### src/rtl/reg_writeback_queue.sv
`default_nettype none
// ============================================================================
// Module   : reg_writeback_queue
// Purpose  : In-order write-back FIFO draining into the register file write
//            port, with a two-port read bypass over the queued entries.
// Revision : 1.0 - initial release
// ============================================================================
module reg_writeback_queue #(
  parameter int DATA_WIDTH = 8,
  parameter int ADDR_WIDTH = 3,
  parameter int DEPTH      = 4
) (
  input  logic                  clk,
  input  logic                  rst,
  input  logic                  in_valid,
  output logic                  in_ready,
  input  logic [ADDR_WIDTH-1:0] in_reg,
  input  logic [DATA_WIDTH-1:0] in_data,
  input  logic                  hold,
  output logic [ADDR_WIDTH-1:0] write_reg,
  output logic [DATA_WIDTH-1:0] write_data,
  output logic                  reg_write_en,
  input  logic [ADDR_WIDTH-1:0] read_reg1,
  input  logic [ADDR_WIDTH-1:0] read_reg2,
  output logic                  fwd_hit1,
  output logic [DATA_WIDTH-1:0] fwd_data1,
  output logic                  fwd_hit2,
  output logic [DATA_WIDTH-1:0] fwd_data2,
  output logic [ADDR_WIDTH:0]   count
);

  localparam int PTR_W = $clog2(DEPTH);
  localparam int CNT_W = ADDR_WIDTH + 1;
  localparam logic [CNT_W-1:0] DEPTH_CNT = CNT_W'(DEPTH);

  logic [ADDR_WIDTH-1:0] ent_reg_q  [DEPTH];
  logic [ADDR_WIDTH-1:0] ent_reg_d  [DEPTH];
  logic [DATA_WIDTH-1:0] ent_data_q [DEPTH];
  logic [DATA_WIDTH-1:0] ent_data_d [DEPTH];
  logic [PTR_W-1:0]      head_q, head_d;
  logic [PTR_W-1:0]      tail_q, tail_d;
  logic [CNT_W-1:0]      count_q, count_d;
  logic                  push;
  logic                  pop;

  assign in_ready = (count_q != DEPTH_CNT);
  assign push     = in_valid & in_ready;
  // A reset cycle must not emit a write for entries that are being discarded.
  assign pop      = (count_q != '0) & ~hold & ~rst;

  assign reg_write_en = pop;
  assign write_reg    = pop ? ent_reg_q[head_q]  : '0;
  assign write_data   = pop ? ent_data_q[head_q] : '0;
  assign count        = count_q;

  always_comb begin
    ent_reg_d  = ent_reg_q;
    ent_data_d = ent_data_q;
    head_d     = head_q;
    tail_d     = tail_q;
    count_d    = count_q;
    if (push) begin
      ent_reg_d[tail_q]  = in_reg;
      ent_data_d[tail_q] = in_data;
      tail_d             = tail_q + PTR_W'(1);
    end
    if (pop) begin
      head_d = head_q + PTR_W'(1);
    end
    case ({push, pop})
      2'b10:   count_d = count_q + CNT_W'(1);
      2'b01:   count_d = count_q - CNT_W'(1);
      default: count_d = count_q;
    endcase
  end

  always_ff @(posedge clk) begin
    if (rst) begin
      head_q  <= '0;
      tail_q  <= '0;
      count_q <= '0;
      for (int i = 0; i < DEPTH; i++) begin
        ent_reg_q[i]  <= '0;
        ent_data_q[i] <= '0;
      end
    end else begin
      head_q     <= head_d;
      tail_q     <= tail_d;
      count_q    <= count_d;
      ent_reg_q  <= ent_reg_d;
      ent_data_q <= ent_data_d;
    end
  end

  // Walk oldest to newest so the last match (closest to tail) wins.
  always_comb begin
    logic [PTR_W-1:0] idx;
    idx       = head_q;
    fwd_hit1  = 1'b0;
    fwd_data1 = '0;
    fwd_hit2  = 1'b0;
    fwd_data2 = '0;
    for (int i = 0; i < DEPTH; i++) begin
      idx = head_q + PTR_W'(i);
      if (CNT_W'(i) < count_q) begin
        if (ent_reg_q[idx] == read_reg1) begin
          fwd_hit1  = 1'b1;
          fwd_data1 = ent_data_q[idx];
        end
        if (ent_reg_q[idx] == read_reg2) begin
          fwd_hit2  = 1'b1;
          fwd_data2 = ent_data_q[idx];
        end
      end
    end
  end

endmodule
`default_nettype wire

### config.mk
export PLATFORM = sky130hd
export DESIGN_NAME = reg_writeback_queue
export DESIGN_NICKNAME = d
export VERILOG_FILES = /design/src/rtl/reg_writeback_queue.sv
export SDC_FILE = /design/constraint.sdc
export NUM_CORES = 1
export LEC_CHECK = 0
export ABC_AREA = 0
export CAP_MARGIN = 15
export CORE_AREA = 5 5 126 68
export DETAILED_ROUTE_END_ITERATION = 10
export DIE_AREA = 0 0 131 73
export HOLD_SLACK_MARGIN = 0.12
export PLACE_DENSITY = 0.89
export SLEW_MARGIN = 10
export SYNTH_ARGS = -nofsm -noshare
export SYNTH_HDL_FRONTEND = slang
export SYNTH_SLANG_ARGS = --single-unit
export TNS_END_PERCENT = 20
### constraint.sdc
create_clock -name clk -period 4.4 [get_ports clk]
set_clock_uncertainty 0.1 [all_clocks]
set_input_delay 0.44 -clock clk [delete_from_list [all_inputs] [get_ports clk]]
set_output_delay 0.44 -clock clk [all_outputs]
set_load 0.01 [all_outputs]
Yosys cells after proc, flatten, opt, wreduce, memory -nomap -nowiden --
Index checks and enable logic that the tools add are counted.
Word-level totals: bits in registers 52, input port bits 21, output and inout bits 35, logic and storage cells 116
Cells by class: add/subtract/negate cells 6, magnitude comparators 10, eq/ne operators 11, multiplexer cells 65, bitwise operators 10, reduce and logical (&&, ||, !) cells 3
Operators by type and width (count):
- $mux 8 | 26
- $bmux 8 s2 | 4
- $bwmux 32 | 1
- $mux 3 | 10
- $bmux 3 s2 | 4
- $eq 3x3->1 | 8
- $demux 8 s2 | 1
- $mux 1 | 16
- $ge 3x3->1 const B | 5
- $not 2->3 | 5
- $bwmux 12 | 1
- $lt 1x4->1 const A | 2
- $lt 2x4->1 const A | 2
- $pmux 4 s2 | 1
- $demux 3 s2 | 1
- $add 2x1->2 const B | 2
- $add 2x2->2 const B | 2
- $add 4x1->4 const B | 1
- $ne 4x3->1 const B | 1
- $reduce_bool 4->1 | 1
- $sub 4x1->4 const B | 1
- $and 1x1->1 | 3
- $lt 3x1->1 const B | 1
- $eq 2x1->1 const B | 1
- 4 further kinds | 5

Logic depth before layout (Yosys ltp) --
word-level depth 13, depth in mapped cells 12, mapped depth without buffers 10

Worst setup path before layout --
OpenSTA, ideal clock, no wires.
path kind register -> register, from reg count_q[0] (netlist: count[0]), to reg count_q[2] (netlist: count[2]), setup time 70 ps, arrival time 2441 ps, data required time 4230 ps, path slack 1789 ps, stages on the path, launching flop included 11, path buffers 2, period minus slack after synthesis 2611 ps, cells stage by stage dfxtp_1 > inv_1 > ha_1 > nand3b_1 > and2_1 > clkbuf_1 > clkbuf_1 > inv_1 > ha_1 > or3_1 > a21oi_1
Between the ends: elaborated cells on any way between the ends 11, those cells by class add/sub (2); eq/ne (3); mux (1); bitwise (3); reduce/logical (2)
RTL lines:
- start, declared | RTL line 42 | logic [CNT_W-1:0] count_q, count_d;
- start signal, assigned | RTL line 89 | count_q <= count_d;
- $ne 4x3->1 (*) | RTL line 46 | assign in_ready = (count_q != DEPTH_CNT);
- net in_ready | RTL line 16 | output logic in_ready,
- $and 1x1->1 (*) | RTL line 47 | assign push = in_valid & in_ready;
- $eq 2x1->1 or $eq 2x2->1 (tied branches) | RTL line 70 | case ({push, pop})
- $pmux 4 s2 or $reduce_bool 2->1 (tied branches)
The timed path passes the listed nets; every way through them passes the cells marked *. A chain may end at the register's enable or synchronous reset.

Worst setup path in the final report --
from reg head_q[0], to out fwd_data2[2]
Between the ends: cells in the longest elaborated chain, start to end 13, elaborated cells on any way between the ends 43, those cells by class add/sub (3); eq/ne (4); mux (32); bitwise (4)
Ends and longest elaborated chain:
- start, declared | RTL line 40 | logic [PTR_W-1:0] head_q, head_d;
- start signal, assigned | RTL line 79 | head_q <= '0;
- start signal, assigned | RTL line 87 | head_q <= head_d;
- parallel branches: the longest is 12 deep, another holds $add 2x1->2
- $mux 8 (*) | RTL line 105 | if (CNT_W'(i) < count_q) begin
- end, declared | RTL line 28 | output logic [DATA_WIDTH-1:0] fwd_data2,
Every way passes the cells marked *. The select of a mux whose other input is x is not followed.

==> summary.md <==
Combined flip-flop and latch cell area: 0.00104 sq mm. The floorplan step defined a core boundary enclosing 0.00754 sq mm. The width of the chip works out to 131 microns. The final critical path takes up 87.9% of the cycle. For the number of antenna violations at the first check in global routing, the log shows 0. The logs give 0 for the post-cts resize count and 13.3 mm for the overall routed net length.

The die covers 0.00956 sq mm. The worst setup path is of the reg -> out kind. For this design the ratio of total power to cell area is 328 mW/mm^2.

The maximum fanout along the worst path was 15; the number of flip-flops and latches in the synthesized netlist was 52. The clock passes through at most 2 buffers. For the total count of max-transition violations in the final report, the log shows 0. The top cell type by area accounts for 23.8% of the synthesized area. The run finished with clean final reports. After global routing the overflow that remains totals 0. The clock net in this run drives a total of 52 sinks. After clock tree synthesis, the clock-pin slew on the worst setup and hold paths is 0.07 ns. The final setup violation count was 0. The root buffer cell chosen for the clock tree is sky130_fd_sc_hd__clkbuf_16.

The synthesized netlist contains 36 unique library cells. The tools report the pin count of the biggest net entering global routing as 53. When the netlist entered floorplanning its net count stood at 530. The run gives 635 as the fill cell instance count of the final layout. The commonest cells after synthesis are sky130_fd_sc_hd__a21oi_1 (64), sky130_fd_sc_hd__nand2_1 (62), sky130_fd_sc_hd__dfxtp_1 (52). The Yosys step of the flow raised 0 warnings.

STA puts the critical path data arrival time at 3.33 ns. The most common cell in the synthesized netlist is sky130_fd_sc_hd__a21oi_1. The number of buffers added by the clock tree synthesis step is 5, and the final layout net count is 559. The H-tree was split into 2 levels. Highest clock rate: 258 MHz.

The run gives 10.2 mm as the estimated wirelength of the detail-placed design. The I/O pin total is 56. The final route contains 4238 vias.

In the final routed layout, each cell accounts on average for 21.1 microns. During placement, the flow inserted port buffers numbering 55. From synthesis to final layout, the design area changed by 15.3%. The per-instance average area after synthesis was 8.76 sq um. For this run, the register share of the synthesized area comes to 23.8%. The slew at the pin with the worst max-slew slack is 0.973 ns.

The tools report the number of standard cells after synthesis as 500. The fraction of registers with async set or reset after synthesis is 0%. Worst hold-check path type: reg -> reg. Sorting the synthesized cells by area gives the leading types as sky130_fd_sc_hd__dfxtp_1 (24%), sky130_fd_sc_hd__mux4_2 (14%), sky130_fd_sc_hd__a21oi_1 (7.3%). The final design area excluding fillers is 0.00505 sq mm, and the latest clock arrival within the worst-skew pair is 0.30 ns.

Of the cells placed in the final design, the portion with a size suffix greater than 1 is 12.3%. Kind of start point of the critical path: a register. The number of design-rule violations left by the first detailed-router iteration was 526; the height of the chip was 73 microns. The number of vias per cell is 6.73. The type of destination of the critical path was a primary output. TritonCTS built the clock tree.

The worst-case IR drop observed on VDD is 0.262 mV. The repair_antennas step left the layout with diodes totalling 0. The first global-routing pass estimated 21.0 mm of wire. Number of hold-slack violations in the final timing report: 0. Once the clock tree was built, the setup fixing pass inserted 0 buffers. STA puts the critical path data required time at 3.86 ns. In the final timing run, aggregate negative setup slack is 0 ns. In this run, post-CTS hold repair placed 0 buffers.

In this run the tightest slew margin relative to its limit is 34.9%. The total global routing track utilization was 28.4%. The number of max-capacitance violations reported was 0. The initialized floorplan defines 23 standard-cell rows. Summing every instance area after synthesis gives 0.00438 sq mm.

The detail route stage leaves a number of antenna-violating nets equal to 0. The synthesized design contains 0 enable-type register cells. The post-synthesis cell type with the largest combined area was sky130_fd_sc_hd__dfxtp_1.

The minimum clock period after layout was 3.87 ns; the number of DRC violations after detailed routing was 0. The most used flip-flop cell after synthesis is sky130_fd_sc_hd__dfxtp_1. The run gives 0.967 as the global placer's final weighted congestion. The number of detailed-routing iterations run before antenna repair is 5, and the via count of the first global-routing pass is 3787.

Setup repair after global routing left no endpoint under its margin. The tools report the effective utilization at floorplan as 58.1%. The cell area reported after detailed placement is 0.00489 sq mm, and the leakage dissipation is 1.55 nW. The tools report the area taken by multi-input logic gates as 0.00309 sq mm.
final timing paths:
check | start | to | cells after the start | slack (ns)
setup / recovery | head_q[0]$_SDFFE_PP0P_ | fwd_data2[2] | 6 | 0.53
hold / removal | ent_data_q[16]$_SDFFE_PP0P_ | ent_data_q[16]$_SDFFE_PP0P_ | 2 | 0.40
setup reg to reg | count[2]$_SDFFE_PP0P_ | count[3]$_SDFFE_PP0P_ | 9 | 1.19
hold reg to reg | ent_data_q[16]$_SDFFE_PP0P_ | ent_data_q[16]$_SDFFE_PP0P_ | 2 | 0.40
metrics by stage:
step	hold slack [ns]	std cells	worst slack, ns	util [%]	power [mW]
final	0.401	630	0.530	66.9	1.65
after global routing	0.428	630	0.300	66.9	1.73
after CTS	0.399	630	0.603	66.9	1.64
after detailed placement	0.389	622	0.917	64.9	1.23
after global placement	0.372	622	0.892	64.9	1.22
after floorplan	0.355	500	1.79	-	1.04
flip-flops by register name, summed over array words and instances (netlist names):
register    flops
tail_q          2
count           4
ent_reg_q      12
ent_data_q     32
head_q          2
metal layers:
| metal | global-route usage (%) | wire [microns] | vias up | share of wire (%) |
|---|---|---|---|---|
| met4 | 4.10 | 87 | 0 | 0.65 |
| met5 | 0 | 0 | - | 0 |
| met3 | 10.4 | 1990 | 16 | 15 |
| met1 | 45.5 | 6220 | 2015 | 47 |
| met2 | 36.0 | 5000 | 274 | 38 |
| li1 | - | - | 1933 | - |
power breakdown:
group,total (mW),internal [mW],switching (mW)
combinational,0.678,0.285,0.393
clock,0.408,0.215,0.193
sequential,0.569,0.504,0.0653
total,1.65,1.00,0.651
cells by family after synthesis:
kind of cell	synth area share (%)
and+or+nand+nor	21.9
AOI/OAI and AO/OA	16.2
muxes	22.2
DFF	23.8
buffers and inverters	5.74
xor gates and xnor gates	7.55
adders and majority gates	2.57
cell usage in the layout (no fill, tap or decap):
cell type	n
sky130_fd_sc_hd__mux2i_1	25
sky130_fd_sc_hd__nand3_1	45
sky130_fd_sc_hd__xnor2_2	4
sky130_fd_sc_hd__a21oi_1	64
sky130_fd_sc_hd__ha_1	9
sky130_fd_sc_hd__nand2b_1	1
sky130_fd_sc_hd__and4_1	4
sky130_fd_sc_hd__nor2b_1	11
sky130_fd_sc_hd__inv_1	6
sky130_fd_sc_hd__nand4b_1	1
sky130_fd_sc_hd__a22o_1	16
sky130_fd_sc_hd__inv_8	1
sky130_fd_sc_hd__nor2_1	10
sky130_fd_sc_hd__nor4_4	2
sky130_fd_sc_hd__mux4_2	28
sky130_fd_sc_hd__o21ai_0	9
sky130_fd_sc_hd__nand3b_1	1
sky130_fd_sc_hd__buf_4	9
sky130_fd_sc_hd__or3_1	2
sky130_fd_sc_hd__a41oi_1	2
sky130_fd_sc_hd__a21boi_0	8
sky130_fd_sc_hd__clkdlybuf4s50_1	55
sky130_fd_sc_hd__nand2_1	62
sky130_fd_sc_hd__nand4_1	34
sky130_fd_sc_hd__or3b_2	1
sky130_fd_sc_hd__a211oi_1	1
sky130_fd_sc_hd__or2_2	1
sky130_fd_sc_hd__clkinvlp_4	2
sky130_fd_sc_hd__dfxtp_1	50
sky130_fd_sc_hd__o211ai_1	16
sky130_fd_sc_hd__xor2_1	9
sky130_fd_sc_hd__mux2_2	8
sky130_fd_sc_hd__clkbuf_16	5
sky130_fd_sc_hd__xnor2_1	15
sky130_fd_sc_hd__dfxtp_2	2
sky130_fd_sc_hd__xnor2_4	2
sky130_fd_sc_hd__and2_1	9
critical path: stages, from the launching register on:
cell	delay [ns]
sky130_fd_sc_hd__dfxtp_2	0.57
sky130_fd_sc_hd__mux4_2	0.62
sky130_fd_sc_hd__xnor2_2	0.39
sky130_fd_sc_hd__and4_1	0.52
sky130_fd_sc_hd__o211ai_1	0.20
sky130_fd_sc_hd__a22o_1	0.25
sky130_fd_sc_hd__clkdlybuf4s50_1	0.48
final cells by class:
class / instances / area share, %
multi-input cells: 400 / 61.1
well taps: 100 / 2.48
flip-flops and latches: 52 / 20.7
inverters: 6 / 0.446
repair buffers: 64 / 12.2
clock inverters: 3 / 0.521
clock buffers: 5 / 2.48
(Power assumes the default switching activity.)
